## src/rtl/mac_seq_ctrl.sv

```systemverilog
// Sequencer for a matrix-vector multiply on an external MAC.
// For each of ROWS rows it clears the MAC, streams VEC_LEN operand pairs from
// the two memories, waits for the last product to land, then presents the
// dot product through a valid/ready handshake.
module mac_seq_ctrl #(
    parameter int DATA_WIDTH = 8,
    parameter int VEC_LEN    = 4,
    parameter int ROWS       = 2,
    parameter int ADDR_WIDTH = 8
) (
    input  logic                    clk,
    input  logic                    rst,
    input  logic                    start,
    output logic                    busy,
    output logic                    done,
    output logic [ADDR_WIDTH-1:0]   a_addr,
    output logic [ADDR_WIDTH-1:0]   b_addr,
    output logic                    rd_en,
    input  logic [DATA_WIDTH-1:0]   a_rdata,
    input  logic [DATA_WIDTH-1:0]   b_rdata,
    output logic                    mac_en,
    output logic                    mac_clr,
    output logic [DATA_WIDTH-1:0]   mac_ain,
    output logic [DATA_WIDTH-1:0]   mac_bin,
    input  logic [3*DATA_WIDTH-1:0] mac_cout,
    output logic [3*DATA_WIDTH-1:0] result,
    output logic                    result_valid,
    input  logic                    result_ready
);

    localparam int KW = (VEC_LEN > 1) ? $clog2(VEC_LEN) : 1;
    localparam int RW = (ROWS > 1) ? $clog2(ROWS) : 1;

    typedef enum logic [2:0] {
        IDLE,
        CLEAR,
        RUN,
        DRAIN,
        RESULT
    } state_t;

    state_t          state_q, state_d;
    logic [KW-1:0]   k_q, k_d;
    logic [RW-1:0]   r_q, r_d;
    logic            last_k;
    logic            last_r;
    logic            handshake;
    logic [ADDR_WIDTH-1:0] row_base;

    assign last_k    = (k_q == KW'(VEC_LEN - 1));
    assign last_r    = (r_q == RW'(ROWS - 1));
    assign handshake = (state_q == RESULT) && result_ready;
    assign row_base  = ADDR_WIDTH'(r_q) * ADDR_WIDTH'(VEC_LEN);

    // State, row and element counters.
    always_ff @(posedge clk or posedge rst) begin
        if (rst) begin
            state_q <= IDLE;
            k_q     <= '0;
            r_q     <= '0;
        end else begin
            state_q <= state_d;
            k_q     <= k_d;
            r_q     <= r_d;
        end
    end

    // Next-state and counter update logic.
    always_comb begin
        state_d = state_q;
        k_d     = k_q;
        r_d     = r_q;
        case (state_q)
            IDLE: begin
                if (start) begin
                    state_d = CLEAR;
                    r_d     = '0;
                end
            end
            CLEAR: begin
                k_d     = '0;
                state_d = RUN;
            end
            RUN: begin
                k_d = last_k ? '0 : k_q + 1'b1;
                if (last_k) begin
                    state_d = DRAIN;
                end
            end
            DRAIN: begin
                state_d = RESULT;
            end
            RESULT: begin
                if (result_ready) begin
                    if (last_r) begin
                        state_d = IDLE;
                    end else begin
                        r_d     = r_q + 1'b1;
                        state_d = CLEAR;
                    end
                end
            end
            default: begin
                state_d = IDLE;
            end
        endcase
    end

    // Outputs decoded directly from the current state.
    always_comb begin
        busy         = (state_q != IDLE);
        mac_clr      = (state_q == CLEAR);
        result_valid = (state_q == RESULT);
        result       = (state_q == RESULT) ? mac_cout : '0;
        mac_ain      = a_rdata;
        mac_bin      = b_rdata;
    end

    // Registered read strobe and addresses are computed from the next state and
    // next element index, so they line up with the RUN cycle that issues them.
    always_ff @(posedge clk or posedge rst) begin
        if (rst) begin
            rd_en  <= 1'b0;
            a_addr <= '0;
            b_addr <= '0;
            mac_en <= 1'b0;
            done   <= 1'b0;
        end else begin
            rd_en  <= (state_d == RUN);
            a_addr <= (state_d == RUN) ? row_base + ADDR_WIDTH'(k_d) : '0;
            b_addr <= (state_d == RUN) ? ADDR_WIDTH'(k_d) : '0;
            mac_en <= rd_en;
            done   <= handshake && last_r;
        end
    end

endmodule

```

## config.mk

```make
export PLATFORM = sky130hd
export DESIGN_NAME = mac_seq_ctrl
export DESIGN_NICKNAME = d
export VERILOG_FILES = /design/src/rtl/mac_seq_ctrl.sv
export SDC_FILE = /design/constraint.sdc
export NUM_CORES = 1
export LEC_CHECK = 0
export CAP_MARGIN = 10
export CORE_ASPECT_RATIO = 2
export CORE_MARGIN = 2
export CORE_UTILIZATION = 27
export DETAILED_ROUTE_END_ITERATION = 12
export PLACE_DENSITY = 0.79
export SLEW_MARGIN = 20
export SYNTH_ARGS = -nofsm -noshare
export SYNTH_HDL_FRONTEND = slang
export SYNTH_SLANG_ARGS = --single-unit
```

## constraint.sdc

```tcl
create_clock -name clk -period 1.8 [get_ports clk]
set_input_delay 0.18 -clock clk [delete_from_list [all_inputs] [get_ports clk]]
set_output_delay 0.18 -clock clk [all_outputs]
set_load 0.02 [all_outputs]
```

==> results of run 1 <==
## per-layer routing
| metal | vias up | wire length [µm] | track usage |
|---|---|---|---|
| met5 | - | 0 | 0 |
| met1 | 378 | 772 | 0.136 |
| met4 | 0 | 72 | 0.0829 |
| met2 | 67 | 1220 | 0.215 |
| li1 | 414 | - | - |
| met3 | 12 | 224 | 0.0207 |
## registers in the layout, indices dropped and copies added (netlist names)
name,cells
a_addr,2
mac_en,1
done,1
state_q,3
rd_en,1
k_q,2
last_r,1
b_addr,1
## path summary, 6_finish.rpt
path,from,endpoint,slack (ns),depth (start not counted)
max in group asynchronous,rst,state_q[1],1.25,2
worst min-delay path,rst,rd_en,0.24,2
min in group clk,a_rdata[0],mac_ain[0],0.36,0
worst max register to register,k_q[0],a_addr[2],0.36,4
worst min register to register,rd_en,mac_en,0.38,0
worst max-delay path,state_q[1],busy,0.13,3
## cell usage in the layout (no fill, tap or decap), types with 3 or more instances in the layout
cell / netlist / final
clkdlybuf4s50_1: 0 / 35
dlygate4sd2_1: 0 / 27
and3_1: 25 / 25
dfrtp_1: 12 / 12
conb_1: 1 / 11
buf_4: 30 / 5
inv_1: 4 / 4
o21ai_0: 4 / 4
nand2b_1: 3 / 3
clkbuf_8: 0 / 3
## worst register-to-register path: cells and delay by family, from the launching register on
kind / cells / cell delay [ns]
AND/OR/NAND/NOR: 2 / 0.52
flip-flops: 1 / 0.42
AO/OA/AOI/OAI: 1 / 0.17
adder cells (fa/ha/maj): 1 / 0.28
## layout make-up
type                       count  area share
clock buffer                   3      0.0288
inverter                       4      0.0105
multi-input combinational     65       0.273
sequential                    12       0.210
tap                           32      0.0279
timing repair buffer          68       0.450
## cells by family (layout without fill, tap and decap cells)
group,after synthesis,after routing,synth area share
AOI/OAI and AO/OA,11,11,0.0754
buffers and inverters,41,75,0.296
DFF,12,12,0.323
muxes,1,1,0.0108
and+or+nand+nor,41,41,0.277
other,1,11,0.00403
adders and majority gates,1,1,0.0135
## power groups by stage
stage	clock network [mW]	registers, mW	logic [mW]
2_1_floorplan	0	0.481	0.806
3_3_place_gp	0	0.452	1.31
3_5_place_dp	0	0.453	1.33
4_1_cts	0.247	0.449	1.25
5_1_grt	0.260	0.463	1.37
6_report	0.244	0.449	1.23
## through the flow
stage / hold WS [ns] / total power, mW / setup WS, ns / utilization
floorplan: 0.0447 / 1.29 / 0.457 / -
global placement: 0.360 / 1.76 / 0.137 / 0.427
detailed placement: 0.360 / 1.78 / 0.118 / 0.427
CTS: 0.263 / 1.95 / 0.114 / 0.429
global route: 0.300 / 2.09 / 0.0404 / 0.429
finish: 0.242 / 1.93 / 0.134 / 0.429
==> run metrics, run 1 <==
YS warnings=0; CP max stage cell=dfrtp_1; Overflow after GRT=0; Chip Width=45.5 µm; crit-path leading delay family=buffers and inverters; post-synthesis async set-or-reset flop share=1.00; die area=0.00396 mm²; Crit Path Max Fanout=8; Final Max Tran Viols=0; Setup Fix Bufs, Post-CTS=0; # DRC=0; die span in y=87.0 µm; most frequent cells after synthesis=buf_4 (30), and3_1 (25), dfrtp_1 (12); Synth cell types=28; worst-skew pair later-pin latency=0.24 ns; TNS Setup=0 ns; Buf/Inv on CP=2; antenna violations before repair=0; final hold violations=0; Yosys reg bits=12; arrival time worst endpoint=1.49 ns; Ports=106; most common cell in the synthesized netlist=buf_4; PD cells=1340 mW/mm²; 1st-iter DRT viols=21; cell accounting for the most synthesized area=dfrtp_1; critical path, cell by cell=buf_4 -> or3_1 -> dlygate4sd2_1; diode count=0; CP required=1.62 ns; synthesized instance count=108; Final Non-Filler Cells=184; status=complete, no violations; GP Congestion=0.727; Post-synth EDFFs=0; Fmax=600 MHz; largest net degree at the start of global routing=22; wire per inst=12.4 µm; Setup-failing EPs final=0; TritonRoute pass-1 iters=4; H-tree Lvls=1; clock buffer depth=2; Setup crit start kind=flip-flop; power share of the clock group=0.127; Hold Buf Count CTS=0; cell leakage power=0.841 nW; Max Cap Violations=0; CP endpoint kind=primary output; DP Area=0.00143 mm²; switching pwr=0.837 mW; P_int=1.09 mW; post-CTS resize count=27; sequential share of power=0.233; vias per cell=4.73; clock tree root driver cell=clkbuf_8; global-route wire length before repair=3750 µm; Routed Antenna Nets=0; total track usage=0.127; post-route clock period utilization=0.925; Max IR drop VDD=0.000791 V; sw frac=0.435; Starting Density=0.278; RSZ-0062 raised after global routing=false; Filler Cells Inserted=332; combinational share of power=0.640; syn avg cell area=8.61 µm²; vias after detailed routing=871; WS Path Type=reg2out; slowest stage delay, CP=0.40 ns; final non-filler cell area=0.00143 mm²; layout cells sized above 1=0.0724; ranking of synthesized cells by area=dfrtp_1 (32%), buf_4 (24%), and3_1 (17%), o21ai_0 (2.2%), clkbuf_1 (2.0%); Multi-input gate area=392 µm²; fin crit period=1.67 ns; Clock Sinks=12; Final Net Count=199; Sequential Area=300 µm²; share of the synthesized area in the top cell type=0.323; cts bufs inserted=3; vias in the first global route=860; Area Growth Syn to Fin=54.1%; PortBufs=62; Core ar.=0.00334 mm²; Cells after DPL=181; Worst-path clk slew=0.05 ns; sequential area share after synthesis=0.323; worst hold path class=in2async; floorplan row count=30; CTS tree=done; Syn Std Cell Area=930 µm²; Fin Clk Skew=0.00447 ns; hpwl dp=1910 µm; ys flop type=dfrtp_1; Routed WL=2290 µm
Note: power is estimated with default switching activity, not from simulation.
==> inputs of run 2 (changes only) <==
==> constraint.sdc (replaced) <==
create_clock -name clk -period 1.7 [get_ports clk]
set_input_delay 0.17 -clock clk [delete_from_list [all_inputs] [get_ports clk]]
set_output_delay 0.17 -clock clk [all_outputs]
set_load 0.02 [all_outputs]
==> run metrics, run 2 (synthesis gave the netlist of run 1 again) <==
GP Congestion=0.758; layout cells sized above 1=0.0909; RSZ-0062 raised after global routing=false; H-tree Lvls=1; most frequent cells in the layout=clkdlybuf4s50_1 (35), dlygate4sd2_1 (26), and3_1 (25); vias after detailed routing=885; Tot Pwr=2.06 mW; clock buffer depth=2; Core ar.=0.00334 mm²; Crit Path Max Fanout=8; Top Registers=state_q x3, a_addr x2, k_q x2; post-route clock period utilization=0.974; post-CTS resize count=27; TNS Setup=0 ns; WS Path Type=reg2out; Final Net Count=201; CTS tree=done; diode count=0; Final Non-Filler Cells=186; max reg flops=3; commonest non-fill, non-tap cell in the layout=clkdlybuf4s50_1; global-route wire length before repair=3570 µm; R2R cell count=4; cell leakage power=0.847 nW; Fmax=604 MHz; antenna violations before repair=0; Overflow after GRT=0; die area=0.00396 mm²; worst hold path class=in2async; hpwl dp=1890 µm; Worst-path clk slew=0.05 ns; Stages on worst setup path=3; die span in y=87.0 µm; Worst Slack Setup Final=0.0448 ns; Chip Width=45.5 µm; total track usage=0.117; PD cells=1420 mW/mm²; crit-path leading delay family=buffers and inverters; Setup crit start kind=flip-flop; Fin Clk Skew=0.00414 ns; Setup-failing EPs final=0; slowest stage delay, CP=0.40 ns; CP endpoint kind=primary output; clock tree root driver cell=clkbuf_8; Routed WL=2220 µm; status=complete, no violations; Final Max Tran Viols=0; sw frac=0.429; pre-CTS WS=0.0309 ns; sequential share of power=0.234; Max IR drop VDD=0.000873 V; Buf/Inv on CP=2; CP max stage cell=dfrtp_1; Final Util=0.432; 1st-iter DRT viols=12; Critical R2R Capture=a_addr[2]; CP required=1.53 ns; vias per cell=4.76; worst reg-to-reg setup slack=0.30 ns; Max Cap Violations=0; largest net degree at the start of global routing=18; final hold violations=0; P_int=1.17 mW; Area Growth Syn to Fin=55.3%; switching pwr=0.882 mW; Worst setup startpoint=state_q[1]; Routed Antenna Nets=0; Cells after DPL=183; critical path, cell by cell=buf_4 -> or3_1 -> dlygate4sd2_1; cts bufs inserted=3; floorplan row count=30; power share of the clock group=0.119; critical path endpoint=busy; TritonRoute pass-1 iters=4; worst-skew pair later-pin latency=0.23 ns; fin crit period=1.66 ns; # DRC=0; Clock Sinks=12; combinational share of power=0.647; Starting Density=0.278; Biggest register=state_q; arrival time worst endpoint=1.49 ns; vias in the first global route=871; Hold Buf Count CTS=0; Setup Fix Bufs, Post-CTS=0; Ports=106; wire per inst=11.9 µm; reg2reg start=k_q[0]; PortBufs=62
-- run 2: changes by cell type in the layout (fill, tap and decap cells not counted), sizes merged --
cell	delta
buf	+2
clkbuf	+1
dlygate4sd2	-1
-- run 2: worst min-delay path by stage --
stage                     depth (start not counted)  slack, ns          to  startpoint
after global routing                              2       0.32   a_addr[2]         rst
after CTS                                         2       0.26   a_addr[2]         rst
final                                             2       0.24   a_addr[2]         rst
after global placement                            0       0.34  mac_ain[0]  a_rdata[0]
after floorplan                                   1       0.03   a_addr[1]         rst
after detailed placement                          0       0.34  mac_ain[0]  a_rdata[0]
-- run 2: worst register-to-register path: stages, from the launching register on --
cell and delay [ns]:
dfrtp_1 0.41, ha_1 0.28, or3b_1 0.38, a21oi_2 0.15, and2_1 0.13
-- run 2: cell type report --
| class | instances | area (µm²) |
|---|---|---|
| repair buffers | 70 | 656 |
| well taps | 32 | 40.0 |
| multi-input cells | 65 | 392 |
| inverters | 4 | 15.0 |
| flip-flops and latches | 12 | 300 |
| clock buffers | 3 | 41.3 |
| fillers | 323 | 1900 |
-- run 2: routing by layer --
layer	GRT usage	part of all wire	wire (µm)
met5	0	0	0
met4	0.0829	0.038	84
met3	0.0249	0.11	242
met2	0.204	0.53	1180
met1	0.114	0.32	717
-- run 2: power by group through the flow --
stage | logic [mW] | clock network [mW] | registers, mW
floorplan | 0.854 | 0 | 0.510
global placement | 1.40 | 0 | 0.484
detailed placement | 1.41 | 0 | 0.486
CTS | 1.34 | 0.255 | 0.483
global route | 1.45 | 0.264 | 0.495
finish | 1.33 | 0.244 | 0.480
-- run 2: metrics by stage --
stage               hold slack [ns]  instance area (µm²)
floorplan                    0.0347                  967
global placement              0.340                 1440
detailed placement            0.340                 1440
CTS                           0.262                 1450
global route                  0.319                 1440
finish                        0.243                 1440
